## src/rtl/mpsoc_shared_slave_arbiter.sv

```systemverilog
// ---------------------------------------------------------------------------
// mpsoc_shared_slave_arbiter
//
// Round-robin arbiter that shares a single Avalon-MM slave between
// NUM_MASTERS CPU data masters. One transfer is in flight at a time. Losing
// masters are held in waitrequest. Each completed transfer is signalled by
// dropping that master's waitrequest for exactly one cycle. Read data is
// captured into a register and broadcast to all masters.
//
// Ports
//   clock          system clock
//   reset_n        asynchronous active-low reset
//   m_address      packed master word addresses, master i at [i*ADDR_W +: ADDR_W]
//   m_read         per-master read request
//   m_write        per-master write request (ignored when m_read is also set)
//   m_writedata    packed master write data, master i at [i*DATA_W +: DATA_W]
//   m_readdata     last captured read data, shared by all masters
//   m_waitrequest  per-master stall; low for one cycle when the transfer ends
//   s_address      slave address
//   s_read         slave read strobe
//   s_write        slave write strobe
//   s_writedata    slave write data
//   s_readdata     slave read data
//   s_waitrequest  slave stall
//
// state    | meaning
// ---------+-----------------------------------------------------------------
// ST_IDLE  | no transfer; pick the next requester starting at rr_ptr
// ST_ISSUE | drive s_read or s_write from the latched request until accepted
// ST_WAIT  | read accepted; count down the slave read latency
// ST_DONE  | one-cycle completion strobe to the granted master
// ---------------------------------------------------------------------------
module mpsoc_shared_slave_arbiter #(
    parameter int NUM_MASTERS  = 2,
    parameter int ADDR_W       = 1,
    parameter int DATA_W       = 32,
    parameter int READ_LATENCY = 0
) (
    input  logic                          clock,
    input  logic                          reset_n,
    input  logic [NUM_MASTERS*ADDR_W-1:0] m_address,
    input  logic [NUM_MASTERS-1:0]        m_read,
    input  logic [NUM_MASTERS-1:0]        m_write,
    input  logic [NUM_MASTERS*DATA_W-1:0] m_writedata,
    output logic [DATA_W-1:0]             m_readdata,
    output logic [NUM_MASTERS-1:0]        m_waitrequest,
    output logic [ADDR_W-1:0]             s_address,
    output logic                          s_read,
    output logic                          s_write,
    output logic [DATA_W-1:0]             s_writedata,
    input  logic [DATA_W-1:0]             s_readdata,
    input  logic                          s_waitrequest
);

    localparam int IDX_W = (NUM_MASTERS > 1) ? $clog2(NUM_MASTERS) : 1;
    localparam int LAT_W = 3;

    typedef enum logic [1:0] {
        ST_IDLE  = 2'd0,
        ST_ISSUE = 2'd1,
        ST_WAIT  = 2'd2,
        ST_DONE  = 2'd3
    } state_t;

    state_t               state_q;
    state_t               state_d;

    logic [IDX_W-1:0]     rr_ptr_q;
    logic [IDX_W-1:0]     gnt_q;
    logic [ADDR_W-1:0]    addr_q;
    logic [DATA_W-1:0]    wdata_q;
    logic                 is_read_q;
    logic [LAT_W-1:0]     lat_cnt_q;
    logic [DATA_W-1:0]    rdata_q;

    logic [NUM_MASTERS-1:0] req;
    logic                 sel_found;
    logic [IDX_W-1:0]     sel_idx;
    logic [ADDR_W-1:0]    sel_addr;
    logic [DATA_W-1:0]    sel_wdata;
    logic                 sel_is_read;

    logic                 do_grant;
    logic                 do_capture;
    logic                 do_load_cnt;
    int                   cand;

    // A simultaneous read and write counts as a read; the write is dropped.
    assign req = m_read | m_write;

    // Scan from rr_ptr upward, wrapping, and take the first requester found.
    always_comb begin
        sel_found = 1'b0;
        sel_idx   = '0;
        cand      = 0;
        for (int k = 0; k < NUM_MASTERS; k++) begin
            cand = int'(rr_ptr_q) + k;
            if (cand >= NUM_MASTERS) begin
                cand = cand - NUM_MASTERS;
            end
            if (!sel_found && req[IDX_W'(cand)]) begin
                sel_found = 1'b1;
                sel_idx   = IDX_W'(cand);
            end
        end
    end

    // Request mux for the selected master.
    always_comb begin
        sel_addr    = '0;
        sel_wdata   = '0;
        sel_is_read = 1'b0;
        for (int k = 0; k < NUM_MASTERS; k++) begin
            if (IDX_W'(k) == sel_idx) begin
                sel_addr    = m_address[k*ADDR_W +: ADDR_W];
                sel_wdata   = m_writedata[k*DATA_W +: DATA_W];
                sel_is_read = m_read[k];
            end
        end
    end

    always_ff @(posedge clock or negedge reset_n) begin
        if (!reset_n) begin
            state_q <= ST_IDLE;
        end else begin
            state_q <= state_d;
        end
    end

    always_comb begin
        state_d     = state_q;
        do_grant    = 1'b0;
        do_capture  = 1'b0;
        do_load_cnt = 1'b0;
        case (state_q)
            ST_IDLE: begin
                if (sel_found) begin
                    do_grant = 1'b1;
                    state_d  = ST_ISSUE;
                end
            end
            ST_ISSUE: begin
                if (!s_waitrequest) begin
                    if (!is_read_q) begin
                        state_d = ST_DONE;
                    end else if (READ_LATENCY == 0) begin
                        do_capture = 1'b1;
                        state_d    = ST_DONE;
                    end else begin
                        do_load_cnt = 1'b1;
                        state_d     = ST_WAIT;
                    end
                end
            end
            ST_WAIT: begin
                // The slave's data is valid on the last counted cycle.
                if (lat_cnt_q == LAT_W'(1)) begin
                    do_capture = 1'b1;
                    state_d    = ST_DONE;
                end
            end
            ST_DONE: begin
                state_d = ST_IDLE;
            end
            default: begin
                state_d = ST_IDLE;
            end
        endcase
    end

    always_ff @(posedge clock or negedge reset_n) begin
        if (!reset_n) begin
            rr_ptr_q  <= '0;
            gnt_q     <= '0;
            addr_q    <= '0;
            wdata_q   <= '0;
            is_read_q <= 1'b0;
            lat_cnt_q <= '0;
            rdata_q   <= '0;
        end else begin
            if (do_grant) begin
                gnt_q     <= sel_idx;
                addr_q    <= sel_addr;
                wdata_q   <= sel_wdata;
                is_read_q <= sel_is_read;
            end
            if (do_load_cnt) begin
                lat_cnt_q <= LAT_W'(READ_LATENCY);
            end else if (state_q == ST_WAIT) begin
                lat_cnt_q <= lat_cnt_q - LAT_W'(1);
            end
            if (do_capture) begin
                rdata_q <= s_readdata;
            end
            // Pointer moves past the master just served, so it goes last next round.
            if (state_q == ST_DONE) begin
                if (gnt_q == IDX_W'(NUM_MASTERS - 1)) begin
                    rr_ptr_q <= '0;
                end else begin
                    rr_ptr_q <= gnt_q + IDX_W'(1);
                end
            end
        end
    end

    always_comb begin
        m_waitrequest = '1;
        if (state_q == ST_DONE) begin
            m_waitrequest[gnt_q] = 1'b0;
        end
    end

    assign s_address   = addr_q;
    assign s_writedata = wdata_q;
    assign s_read      = (state_q == ST_ISSUE) &&  is_read_q;
    assign s_write     = (state_q == ST_ISSUE) && !is_read_q;
    assign m_readdata  = rdata_q;

endmodule
```

## config.mk

```make
export PLATFORM = sky130hd
export DESIGN_NAME = mpsoc_shared_slave_arbiter
export DESIGN_NICKNAME = d
export VERILOG_FILES = /design/src/rtl/mpsoc_shared_slave_arbiter.sv
export SDC_FILE = /design/constraint.sdc
export NUM_CORES = 1
export LEC_CHECK = 0
export BUFFER_PORTS_ARGS = -buffer_cell sky130_fd_sc_hd__buf_2
export CAP_MARGIN = 20
export CORE_ASPECT_RATIO = 1.2
export CORE_UTILIZATION = 47
export DETAILED_ROUTE_END_ITERATION = 8
export PLACE_DENSITY = 0.85
export SYNTH_ARGS = -nofsm -noshare
export SYNTH_HDL_FRONTEND = slang
export SYNTH_SLANG_ARGS = --single-unit
```

## constraint.sdc

```tcl
create_clock -name clock -period 2.8 [get_ports clock]
set_input_delay 0.56 -clock clock [delete_from_list [all_inputs] [get_ports clock]]
set_output_delay 0.56 -clock clock [all_outputs]
set_load 0.02 [all_outputs]
```

==> impl_metrics.py <==
metrics = {
    "route": {
        "wl_per_cell_um": 13.0,
        "drc": 0,
        "routed_wl_um": 6680,
        "drt_pre_antenna_iters": 4,
        "first_iter_violations": 60,
        "num_vias": 2527,
        "postRouteAntennaNets": 0,
        "via_per_inst": 4.92,
    },
    "power": {
        "power.density_mw_per_mm2": 1200,
        "intPower_uw": 3010,
        "p_sw_share_pct": 40.5,
        "p_sw_uw": 2040,
        "p_seq_share_pct": 36.6,
        "leakage_uw": 0.00213,
        "combPwrFrac_pct": 45.5,
        "irDropWorstVdd_v": 0.000526,
        "clock_power_share_pct": 18.0,
    },
    "timing": {
        "tns_ns": 0,
        "max-slew-margin-rel_pct": 30.8,
        "tightest_slew_ns": 1.04,
        "finalClockSkew_ns": 0.00770,
        "setup_viol": 0,
        "rsz0062_at_grt": "no",
        "period_share_pct": 68.9,
        "period_minus_slack_ns": 1.93,
        "maxSlewViolCount": 0,
        "hold_violations": 0,
        "max_clock_freq_ghz": 0.519,
    },
    "floorplanning": {
        "die_x_um": 75.4,
        "core_area_mm2": 0.00613,
        "start_util_pct": 49.6,
        "fp.dieH_um": 90.1,
        "rows": 31,
        "io_pins": 174,
        "die_area_mm2": 0.00680,
    },
    "run": {
        "cap_violations": 0,
    },
    "global_route": {
        "top_usage_layer": "met2",
        "gr-usage-all-layers_pct": 20.7,
        "grt_pass1_vias": 2439,
        "grt_start_max_net_pins": 71,
        "antenna_found_initial": 0,
        "grt.met3_usage_pct": 4.15,
        "grt.met2_usage_pct": 36.7,
        "gr-total-overflow": 0,
        "grt.met1_usage_pct": 23.0,
        "grt_pass1_wl_um": 10600,
    },
    "clocking": {
        "clkSlewWorstSetupHoldPaths_ns": 0.08,
        "clockBufferDepth": 2,
        "postCtsSetupRepairBufs": 0,
        "cts_tree": "yes",
        "cts_root_buf": "clkbuf_8",
        "ctsResizeCount": 0,
        "tritoncts.num_buffers": 9,
        "clock_latency_ns": 0.33,
        "cts_max_level": 3,
        "cts.sinks": 73,
        "cts_hold_buf": 0,
    },
    "worst_setup_path": {
        "r2r-end": "m_readdata[11]",
        "r2r_slack_ns": 0.87,
        "worst-path-max-fanout": 32,
        "r2r-start": "state_q[0]",
        "cp.arrival_ns": 2.14,
        "crit_required_ns": 3.01,
        "path_class": "flop to flop",
        "worst_setup_path_start_kind": "flop",
        "worst_r2r_path_depth": 6,
        "setup.worst_path.end_class": "flop",
    },
    "placed_design": {
        "gp_congestion": 0.815,
        "dpl-instance-area_mm2": 0.00397,
        "hpwl_um": 5160,
        "port_buffers": 172,
    },
    "run_status": {
        "status": "finished clean",
    },
    "finish": {
        "diodes": 0,
        "fillers": 465,
        "drive_gt1_share_pct": 52.1,
        "regArea_mm2": 0.00183,
        "finalInstanceArea_mm2": 0.00420,
        "area_growth_pct": 38.1,
        "multiInputGateArea_mm2": 0.00112,
        "nets": 538,
    },
    "synth": {
        "synth_cell_types": 26,
        "synth-seq-cells": 73,
        "synthTopCellsByArea": "dfrtp_1, mux2_2, o22ai_1, o21ai_0, nand2_1",
        "syn_inst": 256,
        "avgSynthCellArea_um2": 11.9,
        "yosys_warnings": 0,
        "synth_top_area_share_pct": 60.1,
        "synth_flop_cell": "dfrtp_1",
        "synth_fp_nets": 367,
        "netlist_area_mm2": 0.00304,
        "synth_async_sr_flop_share_pct": 100,
        "synth_edf_count": 0,
        "yosysSeqAreaShare_pct": 60.1,
        "synth_top_cell_by_area": "dfrtp_1",
    },
    "worst_hold_path": {
        "hold_class": "input port to asynchronous set/reset pin",
    },
}
[kinds of logic (layout without fill, tap and decap cells)]
group,Yosys count,in the layout,share of synthesized area [%]
compound gates,74,74,14.2
flops,73,73,60.1
simple gates,45,45,6.30
mux,35,35,12.9
buf+inv,21,197,3.46
fa+ha+maj,6,6,2.47
xor+xnor,2,2,0.576
[synth_stat cells, types with 2 or more instances]
cell	number
nand2_1	38
ha_1	6
mux2i_1	2
buf_2	3
o22ai_1	33
dfrtp_1	73
nor2_1	2
clkbuf_1	10
mux2_2	30
o21a_1	2
mux2_1	3
o21ai_0	35
buf_6	3
inv_1	4
[state kept, by name (all words and copies together) (netlist names)]
register / flops
state_q: 2
s_writedata: 32
rr_ptr_q: 1
s_address: 1
is_read_q: 1
m_readdata: 32
gnt_q: 1
lat_cnt_q: 3
[worst max-delay path, cell delays in order (launching register included)]
cell and delay [ns]:
dfrtp_1 0.41, inv_1 0.11, ha_1 0.28, nand2_1 0.12, o21ai_4 0.12, buf_4 0.36, mux2_2 0.39
[worst max path at each step]
| stage | from | slack (ns) | cells past startpoint | to |
|---|---|---|---|---|
| floorplan | state_q[0] | 1.17 | 6 | m_readdata[18] |
| global placement | m_write[0] | 0.80 | 4 | s_writedata[30] |
| detailed placement | m_write[0] | 0.74 | 4 | s_writedata[30] |
| CTS | state_q[0] | 0.86 | 6 | m_readdata[11] |
| global route | state_q[0] | 0.72 | 6 | m_readdata[26] |
| finish | state_q[0] | 0.87 | 6 | m_readdata[11] |
[power by group through the flow]
stage / Clock [uW] / Sequential (uW) / Combinational [uW]
2_1_floorplan: 0 / 2420 / 980
3_3_place_gp: 0 / 1830 / 2260
3_5_place_dp: 0 / 1860 / 2330
4_1_cts: 938 / 1850 / 2320
5_1_grt: 974 / 1920 / 2550
6_report: 908 / 1850 / 2300
[layout make-up]
type                    instances  share of cell area (%)
clock buffers                  10                    3.28
multi-input cells             162                    26.7
repair buffers                176                    21.5
clock inverters                 6                    2.17
well taps                      82                    2.44
inverters                       5                   0.447
flip-flops and latches         73                    43.5
[stage by stage]
| stage | setup slack (ns) | instances | hold slack, ns | util (%) | total power (uW) |
|---|---|---|---|---|---|
| after global placement | 0.805 | 498 | 0.455 | 64.8 | 4090 |
| after detailed placement | 0.741 | 498 | 0.463 | 64.8 | 4200 |
| after CTS | 0.857 | 514 | 0.285 | 68.5 | 5110 |
| final | 0.871 | 514 | 0.270 | 68.5 | 5050 |
| after floorplan | 1.17 | 256 | 0.264 | - | 3400 |
| after global routing | 0.722 | 514 | 0.320 | 68.5 | 5450 |
[cell usage in the layout, fill, tap and decap left out, types with 4 or more instances in the layout]
| cell | n |
|---|---|
| ha_1 | 6 |
| inv_1 | 4 |
| nand2_1 | 38 |
| o21ai_0 | 35 |
| clkbuf_8 | 10 |
| mux2_2 | 30 |
| o22ai_1 | 33 |
| buf_2 | 172 |
| dfrtp_1 | 73 |
[metal layers]
layer  wire [um]  up-vias  part of all wire, %
met5           0        -                    0
met2        3370      128                   50
met3         517        7                  7.7
li1            -     1251                    -
met4          74        0                  1.1
met1        2710     1141                   41
No activity file was read; power rests on OpenSTA's default activity.
